$ cat src/rtl/l3_port_arbiter.sv
// ----------------------------------------------------------------------------
// l3_port_arbiter
//
// Shares the single upstream slave port of the L3 cache between NUM_REQ L2
// requesters. Requests are arbitrated round-robin. One request at a time is
// captured into holding registers and replayed on the master port. Only one
// transaction is outstanding at any time, because the L3 FSM is not
// pipelined.
//
// Ports (requester buses are flattened; requester i uses slice [i*W +: W]):
//   clk, rst         clock (rising edge) and asynchronous active-high reset
//   s_ar*            per-requester read address channel (valid in, ready out)
//   s_r*             read data; s_rdata is shared, s_rvalid is one-hot
//   s_aw*, s_w*      per-requester write address + data, accepted together
//   s_b*             write response; s_bvalid is one-hot
//   m_*              master port toward the L3 upstream slave
//   grant_id         index of the requester owning the current transaction
//   busy             high whenever a transaction is in flight
// ----------------------------------------------------------------------------
module l3_port_arbiter #(
    parameter  int NUM_REQ    = 2,
    parameter  int ADDR_WIDTH = 32,
    parameter  int DATA_WIDTH = 32,
    localparam int IDW        = (NUM_REQ > 1) ? $clog2(NUM_REQ) : 1
) (
    input  logic                          clk,
    input  logic                          rst,
    // requester side
    input  logic [NUM_REQ*ADDR_WIDTH-1:0] s_araddr,
    input  logic [NUM_REQ-1:0]            s_arvalid,
    output logic [NUM_REQ-1:0]            s_arready,
    output logic [DATA_WIDTH-1:0]         s_rdata,
    output logic [NUM_REQ-1:0]            s_rvalid,
    input  logic [NUM_REQ-1:0]            s_rready,
    input  logic [NUM_REQ*ADDR_WIDTH-1:0] s_awaddr,
    input  logic [NUM_REQ-1:0]            s_awvalid,
    output logic [NUM_REQ-1:0]            s_awready,
    input  logic [NUM_REQ*DATA_WIDTH-1:0] s_wdata,
    input  logic [NUM_REQ-1:0]            s_wvalid,
    output logic [NUM_REQ-1:0]            s_wready,
    output logic [NUM_REQ-1:0]            s_bvalid,
    input  logic [NUM_REQ-1:0]            s_bready,
    // master side toward the L3
    output logic [ADDR_WIDTH-1:0]         m_araddr,
    output logic                          m_arvalid,
    input  logic                          m_arready,
    input  logic [DATA_WIDTH-1:0]         m_rdata,
    input  logic                          m_rvalid,
    output logic                          m_rready,
    output logic [ADDR_WIDTH-1:0]         m_awaddr,
    output logic                          m_awvalid,
    input  logic                          m_awready,
    output logic [DATA_WIDTH-1:0]         m_wdata,
    output logic                          m_wvalid,
    input  logic                          m_wready,
    input  logic                          m_bvalid,
    output logic                          m_bready,
    // status
    output logic [IDW-1:0]                grant_id,
    output logic                          busy
);

    // Candidate index width: rr_ptr + offset reaches 2*NUM_REQ-2 before wrap.
    localparam int CW = IDW + 1;

    typedef enum logic [2:0] {
        IDLE    = 3'd0,
        RD_ADDR = 3'd1,
        RD_DATA = 3'd2,
        WR_ADDR = 3'd3,
        WR_RESP = 3'd4
    } state_e;

    state_e                  state_q, state_d;
    logic [IDW-1:0]          rr_ptr_q, rr_ptr_d;
    logic [IDW-1:0]          grant_id_q, grant_id_d;
    logic [ADDR_WIDTH-1:0]   addr_q, addr_d;
    logic [DATA_WIDTH-1:0]   wdata_q, wdata_d;

    logic [NUM_REQ-1:0]      elig;
    logic [CW-1:0]           cand;
    logic                    win_found;
    logic [IDW-1:0]          win_idx;
    logic                    win_is_rd;
    logic [IDW-1:0]          next_ptr;

    // A write needs both AW and W present; half a write is never eligible.
    assign elig = s_arvalid | (s_awvalid & s_wvalid);

    // Round-robin search starting at rr_ptr, wrapping explicitly so that
    // non-power-of-two NUM_REQ never selects an index past NUM_REQ-1.
    // NOTE: every variable of a combinational block gets a default before any
    // branch, otherwise a path that skips the assignment infers a latch.
    always_comb begin
        win_found = 1'b0;
        win_idx   = '0;
        win_is_rd = 1'b0;
        cand      = '0;
        for (int k = 0; k < NUM_REQ; k++) begin
            cand = {1'b0, rr_ptr_q} + CW'(k);
            if (cand >= CW'(NUM_REQ)) begin
                cand = cand - CW'(NUM_REQ);
            end
            if (!win_found && elig[cand[IDW-1:0]]) begin
                win_found = 1'b1;
                win_idx   = cand[IDW-1:0];
                // Within one requester a read beats a write.
                win_is_rd = s_arvalid[cand[IDW-1:0]];
            end
        end
    end

    assign next_ptr = (grant_id_q == IDW'(NUM_REQ - 1)) ? '0 : grant_id_q + 1'b1;

    // Next-state and output decode.
    always_comb begin
        state_d    = state_q;
        rr_ptr_d   = rr_ptr_q;
        grant_id_d = grant_id_q;
        addr_d     = addr_q;
        wdata_d    = wdata_q;
        s_arready  = '0;
        s_awready  = '0;
        s_rvalid   = '0;
        s_bvalid   = '0;
        s_rdata    = '0;
        m_arvalid  = 1'b0;
        m_awvalid  = 1'b0;
        m_wvalid   = 1'b0;
        m_rready   = 1'b0;
        m_bready   = 1'b0;

        case (state_q)
            IDLE: begin
                // NOTE: the accept readys are combinational from the valids,
                // so they are also gated by rst; otherwise a requester could
                // see a handshake while the arbiter is held in reset.
                if (win_found && !rst) begin
                    grant_id_d = win_idx;
                    if (win_is_rd) begin
                        s_arready[win_idx] = 1'b1;
                        addr_d  = s_araddr[win_idx*ADDR_WIDTH +: ADDR_WIDTH];
                        state_d = RD_ADDR;
                    end else begin
                        s_awready[win_idx] = 1'b1;
                        addr_d  = s_awaddr[win_idx*ADDR_WIDTH +: ADDR_WIDTH];
                        wdata_d = s_wdata[win_idx*DATA_WIDTH +: DATA_WIDTH];
                        state_d = WR_ADDR;
                    end
                end
            end

            RD_ADDR: begin
                m_arvalid = 1'b1;
                if (m_arready) begin
                    state_d = RD_DATA;
                end
            end

            RD_DATA: begin
                m_rready             = s_rready[grant_id_q];
                s_rvalid[grant_id_q] = m_rvalid;
                s_rdata              = m_rdata;
                if (m_rvalid && s_rready[grant_id_q]) begin
                    state_d  = IDLE;
                    rr_ptr_d = next_ptr;
                end
            end

            WR_ADDR: begin
                m_awvalid = 1'b1;
                m_wvalid  = 1'b1;
                // The L3 must take address and data in the same cycle.
                if (m_awready && m_wready) begin
                    state_d = WR_RESP;
                end
            end

            WR_RESP: begin
                m_bready             = s_bready[grant_id_q];
                s_bvalid[grant_id_q] = m_bvalid;
                if (m_bvalid && s_bready[grant_id_q]) begin
                    state_d  = IDLE;
                    rr_ptr_d = next_ptr;
                end
            end

            default: begin
                state_d = IDLE;
            end
        endcase
    end

    // NOTE: state is updated with non-blocking assignments so every flop
    // samples the pre-edge value of every other flop, as real hardware does.
    always_ff @(posedge clk or posedge rst) begin
        if (rst) begin
            state_q    <= IDLE;
            rr_ptr_q   <= '0;
            grant_id_q <= '0;
            addr_q     <= '0;
            wdata_q    <= '0;
        end else begin
            state_q    <= state_d;
            rr_ptr_q   <= rr_ptr_d;
            grant_id_q <= grant_id_d;
            addr_q     <= addr_d;
            wdata_q    <= wdata_d;
        end
    end

    // Holding registers feed the master port directly; they only load in
    // IDLE, so the master payload is stable until its handshake.
    assign s_wready = s_awready;
    assign m_araddr = addr_q;
    assign m_awaddr = addr_q;
    assign m_wdata  = wdata_q;
    assign grant_id = grant_id_q;
    assign busy     = (state_q != IDLE);

endmodule
$ cat config.mk
export PLATFORM = sky130hd
export DESIGN_NAME = l3_port_arbiter
export DESIGN_NICKNAME = d
export VERILOG_FILES = /design/src/rtl/l3_port_arbiter.sv
export SDC_FILE = /design/constraint.sdc
export NUM_CORES = 1
export LEC_CHECK = 0
export ABC_AREA = 1
export CAP_MARGIN = 20
export CORE_AREA = 2 2 152 154
export CTS_BUF_LIST = sky130_fd_sc_hd__clkbuf_2
export CTS_CLUSTER_SIZE = 40
export DETAILED_ROUTE_END_ITERATION = 6
export DIE_AREA = 0 0 154 156
export PLACE_DENSITY = 0.56
export SYNTH_ARGS = -nofsm -noshare
export SYNTH_HDL_FRONTEND = slang
export SYNTH_SLANG_ARGS = --single-unit
$ cat constraint.sdc
create_clock -name clk -period 5.05 [get_ports clk]
set_input_delay 0.7575 -clock clk [delete_from_list [all_inputs] [get_ports clk]]
set_output_delay 0.7575 -clock clk [all_outputs]
set_load 0.005 [all_outputs]
==> flow_metrics.py, run 1 <==
metrics = {
    "synthesis": {
        "ys_ff_latch": 69,
        "synth-edff-count": 0,
        "synthSimpleGateAreaFrac": 0.4125,
        "synth_nets": 1019,
        "synth.largest_area_cell": "dfrtp_1",
        "synth_top_cell_area_share": 0.3323,
        "synthAdderAreaFrac": 0,
        "synth_top_family_by_area": "simple AND/OR/NAND/NOR gates",
        "syn_area_mm2": 0.005196,
        "synth_area_leaders": "dfrtp_1 (33%), nand2_1 (15%), nand3_1 (8.4%)",
        "synthesis.instances": 778,
        "async_flop_share": 1.000,
        "synth_compound_area_frac": 0.09126,
        "synthXorXnorAreaFrac": 0,
        "ys_seq_area_frac": 0.3323,
        "synth.distinct_cells": 28,
        "yosysWarnings": 0,
        "avgSynthCellArea_um2": 6.679,
        "synthMuxAreaShare": 0.003853,
        "synth-main-ff-cell": "dfrtp_1",
    },
    "layout": {
        "final_core_util": 0.4067,
        "drive_gt1_frac": 0.1039,
        "syn_to_final_growth_pct": 75.05,
        "final_area_mm2": 0.009096,
        "finalNetCount": 1333,
    },
    "pwr": {
        "ir_worst_vdd_v": 0.0004579,
        "p_per_area_mw_per_mm2": 445.5,
        "power_mw": 4.053,
        "power_leakage_nw": 4.128,
    },
    "floorplanning": {
        "ios": 386,
        "dieWidth_um": 154,
        "core-area_mm2": 0.02237,
        "die_area_mm2": 0.02402,
        "fp.dieH_um": 156,
        "start_util": 0.2323,
        "rows": 55,
    },
    "timing": {
        "rsz0062_at_grt": "no",
        "worstMarginPinSlew_ps": 823.3,
        "slew_viol_final": 0,
        "fmaxAchievable_ghz": 0.2720,
        "maxSlewHeadroom": 0.4511,
        "setup_viol": 0,
        "final.min_clock_period_ps": 3677,
        "finalSetupTns_ps": 0,
        "skew_ps": 19.35,
        "hold_viol": 0,
        "fin_crit_sh": 0.7281,
    },
    "cts": {
        "cts_made_buffers": 9,
        "cts_resized": 0,
        "cts_tree": "built",
        "cts_max_path_buffers": 2,
        "ctsHoldBuffers": 0,
        "h-tree-depth": 3,
        "cts.sinks": 69,
        "clk_latency_ps": 540,
        "clkTransAtPathRegs_ps": 200,
        "cts_setup_buffers": 0,
        "clockRootBuffer": "clkbuf_2",
    },
    "worst_setup_path": {
        "crit_arrival_ps": 2920,
        "worst-setup-path-type": "in2out",
        "reg2regPathDepth": 8,
        "path_max_fanout": 53,
        "endpoint_kind": "primary output",
        "required_ps": 4290,
        "start_kind": "input pin",
    },
    "detailed_routing": {
        "drt_iter0_markers": 304,
        "vias_per_cell": 4.384,
        "first_pass_iters": 4,
        "wl_per_cell_um": 15.27,
        "routed_wl_mm": 21.11,
        "ant_nets": 0,
        "vias": 6063,
        "drt_drc_violations_left": 0,
    },
    "place": {
        "dp_hpwl_mm": 15.78,
        "port-buffer-count": 385,
        "dpl_cell_area_mm2": 0.008932,
        "gp_congestion": 0.7803,
    },
    "job": {
        "cap_violations": 0,
    },
    "global_route": {
        "grt_max_degree": 84,
        "grt_pass1_wl_mm": 32.33,
        "antenna_found_initial": 1,
        "overflow": 0,
        "grt_usage": 0.1711,
        "grt_pass1_vias": 5900,
    },
    "outcome": {
        "status": "finished clean",
    },
    "min_path": {
        "min_path_cells": 2,
        "min_path_type": "reg2reg",
    },
}
[through the flow]
step	worst slack, ps	std cells	hold WS, ps
floorplan	848.1	778	478.5
global placement	1392	1365	462.9
detailed placement	1350	1366	467.2
CTS	1323	1382	514.2
global route	1245	1383	537.5
finish	1373	1383	506.4
[path summary, 6_finish.rpt]
path	from	endpoint	slack (ps)
hold / removal	m_wdata[30]	m_wdata[30]	510
setup reg to reg	rr_ptr_q	m_wdata[14]	2530
hold reg to reg	m_wdata[30]	m_wdata[30]	510
max in group asynchronous	rst	m_wdata[21]	3500
setup / recovery	s_arvalid[1]	s_arready[0]	1370
min in group asynchronous	rst	m_araddr[0]	690
[synth_stat cells (all sizes together), types with 2 or more instances]
library cell	n
nor2	81
mux2i	2
a21oi	4
buf	78
dfrtp	69
nand4	36
or2	50
nor3	5
nand3	88
nand2	211
inv	66
clkbuf	14
o21ai	70
[final cells by class]
type	count	area, um2
fillers	2310	13270
diodes	1	2.502
inverters	66	249.0
repair buffers	395	3949
clock inverters	6	111.4
clock buffers	10	50.05
multi-input cells	551	2651
well taps	285	356.6
flip-flops and latches	69	1727
[worst max-delay path, cell delays in order]
cell	delay, ps
clkdlybuf4s50_1	570
inv_2	60
nand2_1	120
o21ai_2	120
nor2_8	90
buf_4	430
and3_1	230
clkdlybuf4s50_1	520
[kinds of logic (layout without fill, tap and decap cells)]
group                  Yosys count  in the layout
buffers and inverters          158            477
multiplexers                     2              2
AO/OA/AOI/OAI                   76             76
other                            0              1
flip-flops                      69             69
AND/OR/NAND/NOR                473            473
[cell usage in the layout, fill, tap and decap left out, types with 2 or more instances in the layout]
cell type	synthesis	routed
nand2_1	210	209
buf_4	36	9
nand2_2	1	2
mux2i_1	2	2
clkdlybuf4s50_1	0	385
or2_2	50	50
clkbuf_2	0	10
o21ai_0	36	36
nand3_1	87	87
bufinv_16	0	3
nand4_1	36	36
a21oi_1	4	3
dfrtp_1	69	69
o21ai_2	24	24
nor3_1	4	4
inv_2	5	6
clkinv_2	0	2
o21ai_1	10	10
nor2_1	79	79
inv_1	61	59
[where the power goes]
part	switching, mW	internal (mW)
clock	0.224	0.215
combinational	1.19	1.40
sequential	0.217	0.813
[per-layer routing]
| metal | track usage | share of wire | routed length [um] | up-vias |
|---|---|---|---|---|
| met5 | 0 | 0 | 0 | - |
| met4 | 0.05830 | 0.020 | 416 | 0 |
| met2 | 0.3096 | 0.51 | 10810 | 232 |
| met1 | 0.2022 | 0.41 | 8566 | 2737 |
| li1 | - | - | - | 3071 |
| met3 | 0.03361 | 0.062 | 1316 | 23 |
[sequential cells by signal, indices dropped and copies added (netlist names)]
register,count
rr_ptr_q,1
m_araddr,32
state_q,3
m_wdata,32
grant_id,1
(Power assumes the default switching activity.)
==> run 2: changes to the inputs <==
--- a/config.mk
+++ b/config.mk
@@ -12,7 +12,7 @@
 export CTS_CLUSTER_SIZE = 40
 export DETAILED_ROUTE_END_ITERATION = 6
 export DIE_AREA = 0 0 154 156
-export PLACE_DENSITY = 0.56
+export PLACE_DENSITY = 0.58
 export SYNTH_ARGS = -nofsm -noshare
 export SYNTH_HDL_FRONTEND = slang
 export SYNTH_SLANG_ARGS = --single-unit
==> constraint.sdc (replaced) <==
create_clock -name clk -period 3.3 [get_ports clk]
set_input_delay 0.495 -clock clk [delete_from_list [all_inputs] [get_ports clk]]
set_output_delay 0.495 -clock clk [all_outputs]
set_load 0.005 [all_outputs]
==> run 2 against run 1 <==
Critical path depth stayed put; sequential share of layout area is 0.13 points higher; core utilization is 0.27 points lower; die area stayed put; largest power group unchanged; clock power is 7.3% higher; setup slack worse by 1000 ps; total power is 48% higher; global-route usage is 0.085 points higher; via count hardly changed.
==> flow_metrics.py, run 2 (synthesis results as in run 1) <==
metrics = {
    "cts": {
        "clk_latency_ps": 560,
        "cts_made_buffers": 9,
        "cts_max_path_buffers": 2,
        "ctsHoldBuffers": 0,
        "cts_setup_buffers": 0,
        "cts_tree": "built",
        "clkTransAtPathRegs_ps": 220,
        "cts_resized": 0,
        "cts.sinks": 69,
        "clockRootBuffer": "clkbuf_2",
        "h-tree-depth": 3,
    },
    "pwr": {
        "p_sw_frac": 0.4202,
        "power.share.sequential": 0.262,
        "p_int_mw": 3.475,
        "combPwrFrac": 0.659,
        "power.share.clock": 0.079,
        "switchingPower_mw": 2.518,
        "power_mw": 5.993,
        "ir_worst_vdd_v": 0.0008162,
        "p_per_area_mw_per_mm2": 663.3,
        "power_leakage_nw": 4.092,
    },
    "timing": {
        "fmaxAchievable_ghz": 0.3377,
        "skew_ps": 40.95,
        "rsz0062_at_grt": "no",
        "fin_crit_sh": 0.8974,
        "maxSlewHeadroom": 0.3968,
        "worstMarginPinSlew_ps": 904.9,
        "hold_viol": 0,
        "slew_viol_final": 0,
        "final.min_clock_period_ps": 2961,
        "setup_viol": 0,
        "finalSetupTns_ps": 0,
    },
    "detailed_routing": {
        "routed_wl_mm": 21.17,
        "first_pass_iters": 4,
        "ant_nets": 0,
        "vias": 6067,
        "drt_drc_violations_left": 0,
        "wl_per_cell_um": 15.27,
        "vias_per_cell": 4.377,
        "drt_iter0_markers": 280,
    },
    "layout": {
        "final_core_util": 0.4040,
        "final_cell_mix": "clkdlybuf4s50_1 (385), nand2_1 (209), nand3_1 (87)",
        "layout_commonest_cell": "clkdlybuf4s50_1",
        "drive_gt1_frac": 0.1056,
        "stdcell_count": 1386,
        "syn_to_final_growth_pct": 73.87,
        "finalNetCount": 1335,
    },
    "worst_setup_path": {
        "endpoint_kind": "primary output",
        "reg2regPathDepth": 11,
        "required_ps": 2800,
        "crit_arrival_ps": 2470,
        "worst-setup-path-type": "reg2out",
        "r2r-end": "m_araddr[26]",
        "start_kind": "flop",
        "critical_path.endpoint": "s_awready[0]",
        "worstReg2RegStart": "rr_ptr_q",
        "cp-startpoint": "rr_ptr_q",
        "path_max_fanout": 8,
        "ff2ff_setup_slack_ps": 1150,
    },
    "job": {
        "cap_violations": 0,
    },
    "floorplanning": {
        "ios": 386,
        "fp.dieH_um": 156,
        "rows": 55,
        "die_area_mm2": 0.02402,
        "start_util": 0.2323,
        "dieWidth_um": 154,
        "core-area_mm2": 0.02237,
    },
    "min_path": {
        "min_path_type": "in2async",
    },
    "global_route": {
        "overflow": 0,
        "antenna_found_initial": 2,
        "grt_max_degree": 83,
        "grt_usage": 0.1719,
        "grt_pass1_vias": 5883,
        "grt_pass1_wl_mm": 32.69,
    },
    "place": {
        "dp_hpwl_mm": 15.55,
        "placedCellCount": 1368,
        "port-buffer-count": 385,
        "gp_congestion": 0.7781,
    },
    "outcome": {
        "status": "finished clean",
    },
}
==> run 2: changes by cell type in the layout (fill, tap and decap cells not counted) <==
| cell | change |
|---|---|
| diode_2 | +1 |
| inv_6 | +4 |
| clkinvlp_4 | +2 |
| buf_4 | +3 |
| buf_16 | -1 |
| clkinv_2 | -1 |
| bufinv_16 | -3 |
| clkinv_4 | -1 |
| clkbuf_2 | -1 |
==> run 2: cell type report <==
class	count	area, um2
clock buffers	9	45.04
multi-input cells	551	2651
diodes	2	5.005
flip-flops and latches	69	1727
well taps	285	356.6
repair buffers	397	3944
clock inverters	7	55.05
inverters	66	251.5
fillers	2346	13330
==> run 2: worst min-delay path by stage <==
| stage | end | cells after the start | slack [ps] |
|---|---|---|---|
| 3_3_place_gp | m_wdata[13] | 2 | 460 |
| 4_1_cts | m_araddr[0] | 3 | 440 |
| 5_1_grt | m_wdata[19] | 3 | 440 |
| 6_report | m_araddr[0] | 3 | 500 |
| 3_5_place_dp | m_wdata[11] | 2 | 470 |
| 2_1_floorplan | m_wdata[0] | 2 | 480 |
==> run 2: power by group through the flow <==
stage	sequential (mW)	clock, mW	combinational, mW
floorplan	1.53	0	2.19
global placement	1.59	0	3.99
detailed placement	1.60	0	3.99
CTS	1.58	0.519	4.01
global route	1.63	0.553	4.36
finish	1.57	0.471	3.95
==> run 2: worst max-delay path, cell delays in order (launching register included) <==
cell and delay, ps:
dfrtp_1 540, nor2_1 200, nand2_1 80, nand2_1 70
inv_1 40, nand3_2 60, nand2_2 80, nor3_1 300
clkdlybuf4s50_1 580
==> run 2: per-stage QoR <==
step	hold WS, ps	setup WS, ps	area, um2
CTS	444.1	182.1	9030
finish	499.1	338.6	9035
global route	436.7	87.06	9035
floorplan	478.5	157.5	5200
detailed placement	466.1	362.4	8930
global placement	463.0	344.8	8930
==> run 2: per-layer routing <==
layer  track usage  wire [um]  up-vias  part of all wire
met4       0.04851        330        0             0.016
met1        0.2146       8962     2734              0.42
met2        0.2975      10470      235              0.49
li1              -          -     3081                 -
met3       0.03917       1409       17             0.067
met5             0          0        -                 0
